$ cat src/rtl/game_pkg.sv
// Shared constants and types for the game datapath, control FSM and bench.
package game_pkg;

    // Game-level durations in seconds, used by the control FSM and the bench.
    localparam int COUNTDOWN_MAX = 5;
    localparam int GAME_TIME_MAX = 30;

    // Datapath widths.
    localparam int SEC_W   = 6;
    localparam int SCORE_W = 8;

    // Control FSM state encoding, shared so debug/state outputs decode identically everywhere.
    typedef enum logic [1:0] {
        ST_IDLE      = 2'd0,
        ST_COUNTDOWN = 2'd1,
        ST_PLAYING   = 2'd2,
        ST_GAME_OVER = 2'd3
    } game_state_t;

endpackage

$ cat src/rtl/game_timebase_score_sec_counter.sv
// Whole-second counter with its own prescaler. Clear beats enable; with
// enable low the partial second is held. Saturates at SEC_MAX, where the
// prescaler keeps wrapping but neither sec nor tick moves.
module sec_counter
    import game_pkg::*;
#(
    parameter int TICK_CYCLES = 100000000,
    parameter int SEC_MAX     = 63
) (
    input  logic             clk,
    input  logic             rst_n,
    input  logic             enable,
    input  logic             clear,
    output logic [SEC_W-1:0] sec,
    output logic             tick
);

    localparam int               PRE_W    = (TICK_CYCLES > 1) ? $clog2(TICK_CYCLES) : 1;
    localparam logic [PRE_W-1:0] PRE_LAST = PRE_W'(TICK_CYCLES - 1);
    localparam logic [SEC_W-1:0] SEC_LAST = SEC_W'(SEC_MAX);

    logic [PRE_W-1:0] r_pre;
    logic [SEC_W-1:0] r_sec;
    logic             r_tick;
    logic             w_wrap;
    logic             w_sec_inc;

    // A second completes when an enabled cycle finds the prescaler on its last count.
    assign w_wrap    = enable && (r_pre == PRE_LAST);
    assign w_sec_inc = w_wrap && (r_sec != SEC_LAST);

    // Prescaler, seconds register and the registered tick that aligns with the new sec value.
    always_ff @(posedge clk or negedge rst_n) begin
        if (!rst_n) begin
            r_pre  <= '0;
            r_sec  <= '0;
            r_tick <= 1'b0;
        end else if (clear) begin
            r_pre  <= '0;
            r_sec  <= '0;
            r_tick <= 1'b0;
        end else if (enable) begin
            r_pre  <= w_wrap ? '0 : r_pre + PRE_W'(1);
            r_sec  <= w_sec_inc ? r_sec + SEC_W'(1) : r_sec;
            r_tick <= w_sec_inc;
        end else begin
            r_tick <= 1'b0;
        end
    end

    assign sec  = r_sec;
    assign tick = r_tick;

endmodule

$ cat src/rtl/game_timebase_score.sv
// Game datapath: countdown and game-time second counters plus a saturating
// two-digit BCD score, all driven by level enable/clear strobes from the FSM.
module game_timebase_score
    import game_pkg::*;
#(
    parameter int                 TICK_CYCLES   = 100000000,
    parameter int                 SEC_MAX       = 63,
    parameter logic [SCORE_W-1:0] SCORE_MAX_BCD = 8'h99
) (
    input  logic               clk,
    input  logic               rst_n,
    input  logic               enable_countdown,
    input  logic               clear_countdown,
    input  logic               enable_game_timer,
    input  logic               clear_game_timer,
    input  logic               enable_score,
    input  logic               clear_score,
    input  logic               hit_pulse,
    input  logic               miss_pulse,
    output logic [SEC_W-1:0]   countdown_sec,
    output logic [SEC_W-1:0]   game_time_sec,
    output logic               game_sec_tick,
    output logic [SCORE_W-1:0] score
);

    logic               w_unused_countdown_tick;
    logic [SCORE_W-1:0] r_score;
    logic [SCORE_W-1:0] w_score_next;
    logic [3:0]         w_tens;
    logic [3:0]         w_ones;

    sec_counter #(
        .TICK_CYCLES (TICK_CYCLES),
        .SEC_MAX     (SEC_MAX)
    ) u_countdown (
        .clk    (clk),
        .rst_n  (rst_n),
        .enable (enable_countdown),
        .clear  (clear_countdown),
        .sec    (countdown_sec),
        .tick   (w_unused_countdown_tick)
    );

    sec_counter #(
        .TICK_CYCLES (TICK_CYCLES),
        .SEC_MAX     (SEC_MAX)
    ) u_game_time (
        .clk    (clk),
        .rst_n  (rst_n),
        .enable (enable_game_timer),
        .clear  (clear_game_timer),
        .sec    (game_time_sec),
        .tick   (game_sec_tick)
    );

    assign w_tens = r_score[7:4];
    assign w_ones = r_score[3:0];

    // Next score: clear first, then a lone hit or miss steps the BCD value,
    // saturating at SCORE_MAX_BCD going up and at 00 going down.
    always_comb begin
        w_score_next = r_score;
        if (clear_score) begin
            w_score_next = '0;
        end else if (enable_score && (hit_pulse != miss_pulse)) begin
            if (hit_pulse) begin
                if (r_score != SCORE_MAX_BCD) begin
                    if (w_ones == 4'd9) begin
                        w_score_next = {w_tens + 4'd1, 4'd0};
                    end else begin
                        w_score_next = {w_tens, w_ones + 4'd1};
                    end
                end
            end else begin
                if (r_score != '0) begin
                    if (w_ones == 4'd0) begin
                        w_score_next = {w_tens - 4'd1, 4'd9};
                    end else begin
                        w_score_next = {w_tens, w_ones - 4'd1};
                    end
                end
            end
        end
    end

    // Score register.
    always_ff @(posedge clk or negedge rst_n) begin
        if (!rst_n) begin
            r_score <= '0;
        end else begin
            r_score <= w_score_next;
        end
    end

    assign score = r_score;

endmodule

$ cat config.mk
export PLATFORM = sky130hd
export DESIGN_NAME = game_timebase_score
export DESIGN_NICKNAME = d
export VERILOG_FILES = /design/src/rtl/game_pkg.sv /design/src/rtl/game_timebase_score_sec_counter.sv /design/src/rtl/game_timebase_score.sv
export SDC_FILE = /design/constraint.sdc
export NUM_CORES = 1
export LEC_CHECK = 0
export CORE_MARGIN = 1
export CORE_UTILIZATION = 50
export DETAILED_ROUTE_END_ITERATION = 10
export DONT_BUFFER_PORTS = 1
export PLACE_DENSITY_LB_ADDON = 0.12
export SYNTH_ARGS = -nofsm -noshare
export SYNTH_HDL_FRONTEND = slang
export SYNTH_HIERARCHICAL = 1
export SYNTH_SLANG_ARGS = --single-unit
$ cat constraint.sdc
create_clock -name clk -period 3.04 [get_ports clk]
set_input_delay 0.912 -clock clk [delete_from_list [all_inputs] [get_ports clk]]
set_output_delay 0.912 -clock clk [all_outputs]
set_load 0.005 [all_outputs]
**Word level (Yosys, flattened, before mapping)**

Index checks and enable logic that the tools add are counted.

- Register bits after elaboration: 75
- Input port bits: 10

- $add $sub $neg: 8
- Equality and inequality tests: 9
- Mux-type cells: 21
- Reduce and logical (&&, ||, !) cells: 18

Operator list:

| cell | number |
|---|---|
| 27-bit 2-to-1 mux | 6 |
| 8-bit 2-to-1 mux | 7 |
| 27-bit by 1-bit adder with 27-bit output, second input constant | 2 |
| 27-bit == test, second input constant | 2 |
| 6-bit 2-to-1 mux | 6 |
| 6-bit by 1-bit adder with 6-bit output, second input constant | 2 |
| 6-bit inequality test, second input constant | 2 |
| 2-bit nonzero test | 5 |
| 4-bit by 1-bit adder with 4-bit output, second input constant | 2 |
| 8-bit inequality test, second input constant | 1 |
| 8-bit nonzero test | 1 |
| 4-bit by 1-bit subtractor with 4-bit output, second input constant | 2 |
| 3-bit by 2-bit inequality test with 1-bit output, second input constant | 2 |
| 3-bit nonzero test | 2 |
| 1-bit logical AND | 5 |
| 5-bit AND reduction | 1 |
| 4-bit == test, second input constant | 1 |
| 4-bit zero test | 1 |
| 2-bit AND reduction | 2 |
| 3-bit AND reduction | 1 |
| 1-bit 2-to-1 mux | 2 |
| 1-bit inequality test | 1 |

**Depth between registers and ports, before layout**

- Word-level depth: 6
- Mapped depth: 9
- Gate-level depth less buffers: 7

**Cells and area by module**

The synthesis kept the hierarchy.

Modules (own cells, without submodules):

| module | instances | cells each | area an instance (um^2) | sequential area each (um^2) |
|---|---|---|---|---|
| sec_counter | 2 | 192 | 1833.0 | 850.8 |
| game_timebase_score | 1 | 87 | 765.7 | 200.2 |

**Worst setup path after synthesis**

OpenSTA, ideal clock, no wires.

- Path kind: input to register
- Start: input enable_countdown
- End: register u_countdown.r_sec[5] (netlist: u_countdown/sec[5])
- Arrival time: 2.374 ns
- Data required time: 2.913 ns
- Slack: 0.539 ns
- Stages on the path: 6
- Path buffers: 1
- Path through: buf_2 and4_1 nand4_2 nor4b_4 and4_1 mux2_1

- Cells in the longest elaborated chain, start to end: 4
- Elaborated cells between the ends (all ways): 5

Ends and longest elaborated chain:

| what | line | source |
|---|---|---|
| from (decl) | game_timebase_score.sv:12 | `input logic enable_countdown,` |
| 1-bit logical AND | game_timebase_score_sec_counter.sv:29 | `assign w_wrap = enable && (r_pre == PRE_LAST);` |
| 1-bit logical AND | game_timebase_score_sec_counter.sv:30 | `assign w_sec_inc = w_wrap && (r_sec != SEC_LAST);` |
| 2-bit nonzero test (no source line) | -- |  |
| 2-bit AND reduction (no source line) * | -- |  |
| to (signal assigned) | game_timebase_score_sec_counter.sv:44 | `r_sec <= w_sec_inc ? r_sec + SEC_W'(1) : r_sec;` |
| to (decl) | game_timebase_score_sec_counter.sv:23 | `logic [SEC_W-1:0] r_sec;` |

Every way passes the cells marked *; elsewhere a longest branch is shown, timed or not.
A chain may end at the register's enable or synchronous reset.

**Final worst setup path**

- Start: register r_score[0] (netlist: score[0])
- End: register r_score[0] (netlist: score[0])

- Cells in the longest elaborated chain, start to end: 6
- Elaborated cells between the ends (all ways): 16

Ends and longest elaborated chain:

| what | line | source |
|---|---|---|
| from (decl) | game_timebase_score.sv:27 | `logic [SCORE_W-1:0] r_score;` |
| from (signal assigned) | game_timebase_score.sv:91 | `r_score <= w_score_next;` |
| 4-bit by 1-bit subtractor with 4-bit output (tied with other cells) | game_timebase_score.sv:79 | `w_score_next = {w_tens, w_ones - 4'd1};` |
| 8-bit 2-to-1 mux (on tied branches) | game_timebase_score.sv:76, game_timebase_score.sv:68 |  |
| 8-bit 2-to-1 mux (on tied branches) | game_timebase_score.sv:75, game_timebase_score.sv:67 |  |
| 8-bit 2-to-1 mux | game_timebase_score.sv:66 | `if (hit_pulse) begin` |
| 8-bit 2-to-1 mux | game_timebase_score.sv:65 | `end else if (enable_score && (hit_pulse != miss_pulse)) begin` |
| 8-bit 2-to-1 mux | game_timebase_score.sv:63 | `if (clear_score) begin` |

Parallel ways exist; a longest one is shown, timed or not. The select of a mux whose other input is x is not followed.

==> run summary <==
status - complete, no violations
Initial DRC Count - 107
number of max-cap violations - 0
Setup Skew - 0.01006 ns
P_leak - 0.001929 uW
Crit path required time - 3.32 ns
DRC - 0
ANT cells - 0
# IOs - 31
Mapped Nets - 490
GRT Max-Usage Layer - met2
GR met2 Demand/Resource - 32.98%
vias in the first global route - 3,204
Filler Cell Count - 771
most frequent cells in the layout - dfrtp_1 (75), nor2_1 (74), nand2_1 (27), xor2_1 (27), nand4_1 (27)
ratio of cells with drive above 1 in the final layout - 7.923%
area grow syn2layout - 5.717%
Mapped Cells - 469
RSZ-0062 raised after global routing - no
Die ar. - 0.009178 mm2
die width - 95.80 um
post-route setup slack - 0.7199 ns
H-tree depth - 3
die height - 95.80 um
CP Capture Point - score[0]$_DFFE_PN0P_
Hold Crit Class - input pin to async pin
Worst-Skew Late Latency - 0.36 ns
RR Endpoint - score[0]$_DFFE_PN0P_
Avg Synthesized Cell Area - 9.380 um2
Worst Path Arrival - 2.60 ns
Placed Cells - 556
total negative slack - 0 ns
Max Slew Vio Count - 0
origin of the critical flop-to-flop path - score[0]$_DFFE_PN0P_
Avg WL per Cell - 14.94 um
hold_buf cts - 0
initial antenna violation count - 0
gr ovfl total - 0
worst slack, placed - 0.5844 ns
All-Layer GR Usage - 20.61%
# setup viols final - 0
Final Routed Wirelength - 8546 um
R2R setup slack - 0.72 ns
initial core utilization - 52.49%
VDD IR max - 379.2 uV
Core Rows - 33
Slew HR - 51.46%
critical path launch point type - flip-flop
first-pass GRT wire length - 14,590 um
TritonCTS Sinks - 75
total clock buffers created by CTS - 9
measured slew at the worst slew-check pin - 0.7215 ns
Resized Gates After CTS - 0
Final min period - 2.320 ns
vias per cell - 5.878
CTS tree - built
Pwr Density - 474.0 mW/mm2
drt pass-1 iters - 4
Max Fclk - 431.0 MHz
R2R depth - 7
grt met1 use - 26.88%
DR vias - 3,362
hold_ws - 0.2440 ns
setup repair bufs after CTS - 0
Setup crit start - score[0]$_DFFE_PN0P_
final hold vios - 0
Std-Cell Core Area - 0.008382 mm2
non-filler cells, final - 572
CP Capture Type - flip-flop
most common cell after layout, fill and taps aside - dfrtp_1
DP HPWL - 5910 um
largest net degree at the start of global routing - 76
Synth Cell Area - 0.004399 mm2
critical path class - flip-flop to flip-flop
GR Layer Usage met3 - 3.476%
Root Buffer - clkbuf_8
Max FO, Critical Path - 10
Worst-path clk slew - 0.08 ns
number of nets in the layout - 483
IO Port Bufs - 0
Warnings, synthesis - 6
Routed Antenna Nets - 0
Tcrit/Tclk final - 76.32%
GPL Wtd Cong - 0.8376
maximum clock insertion buffer count - 2
## worst max-delay path: stages, from the launching register on
cell,delay (ns)
dfrtp_1,0.54
inv_1,0.10
ha_1,0.27
or3b_1,0.30
nor4_2,0.08
or3_1,0.45
or3_1,0.34
a31oi_1,0.16
## how the worst min path moves through the flow
| stage | from | to | cells past startpoint | slack [ns] |
|---|---|---|---|---|
| floorplan | u_countdown/r_pre[26]$_DFFE_PN0P_ | u_countdown/r_pre[26]$_DFFE_PN0P_ | 2 | 0.50 |
| global placement | u_game_time/r_pre[26]$_DFFE_PN0P_ | u_game_time/r_pre[26]$_DFFE_PN0P_ | 2 | 0.52 |
| detailed placement | u_countdown/r_pre[26]$_DFFE_PN0P_ | u_countdown/r_pre[26]$_DFFE_PN0P_ | 2 | 0.55 |
| CTS | rst_n | u_countdown/sec[5]$_DFFE_PN0P_ | 0 | 0.22 |
| global route | rst_n | u_countdown/sec[5]$_DFFE_PN0P_ | 0 | 0.22 |
| finish | rst_n | u_countdown/r_pre[26]$_DFFE_PN0P_ | 0 | 0.24 |
## layout make-up
class | instances | area, um2 | share of cell area, %
repair buffers | 2 | 15.01 | 0.3228
clock inverters | 6 | 90.09 | 1.937
flip-flops and latches | 75 | 1877 | 40.36
inverters | 15 | 56.30 | 1.211
well taps | 105 | 131.4 | 2.825
clock buffers | 10 | 127.6 | 2.744
multi-input cells | 359 | 2354 | 50.61
## registers in the layout (all words and copies together), names as in the netlist
name and flops:
u_countdown/r_pre 27, u_game_time/r_pre 27, score 8, u_countdown/sec 6, u_game_time/sec 6, u_game_time/tick 1
## per-layer routing
layer / vias to the layer above / wire [um]
met2: 60 / 3890
met5: - / 0
met4: 0 / 218
met1: 1630 / 4183
li1: 1654 / -
met3: 18 / 254
## report_power, final
group / switching, uW / total, uW / internal [uW]
clock: 383 / 847 / 464
combinational: 132 / 242 / 110
sequential: 81.7 / 1120 / 1030
## per-stage QoR
step                cell area [um2]  total power, uW  util, %
floorplan                      4399             1338        -
detailed placement             4433             1377    52.89
finish                         4651             2205    55.49
global placement               4433             1367    52.89
CTS                            4651             2230    55.49
global route                   4651             2310    55.49
No activity file was read; power rests on OpenSTA's default activity.
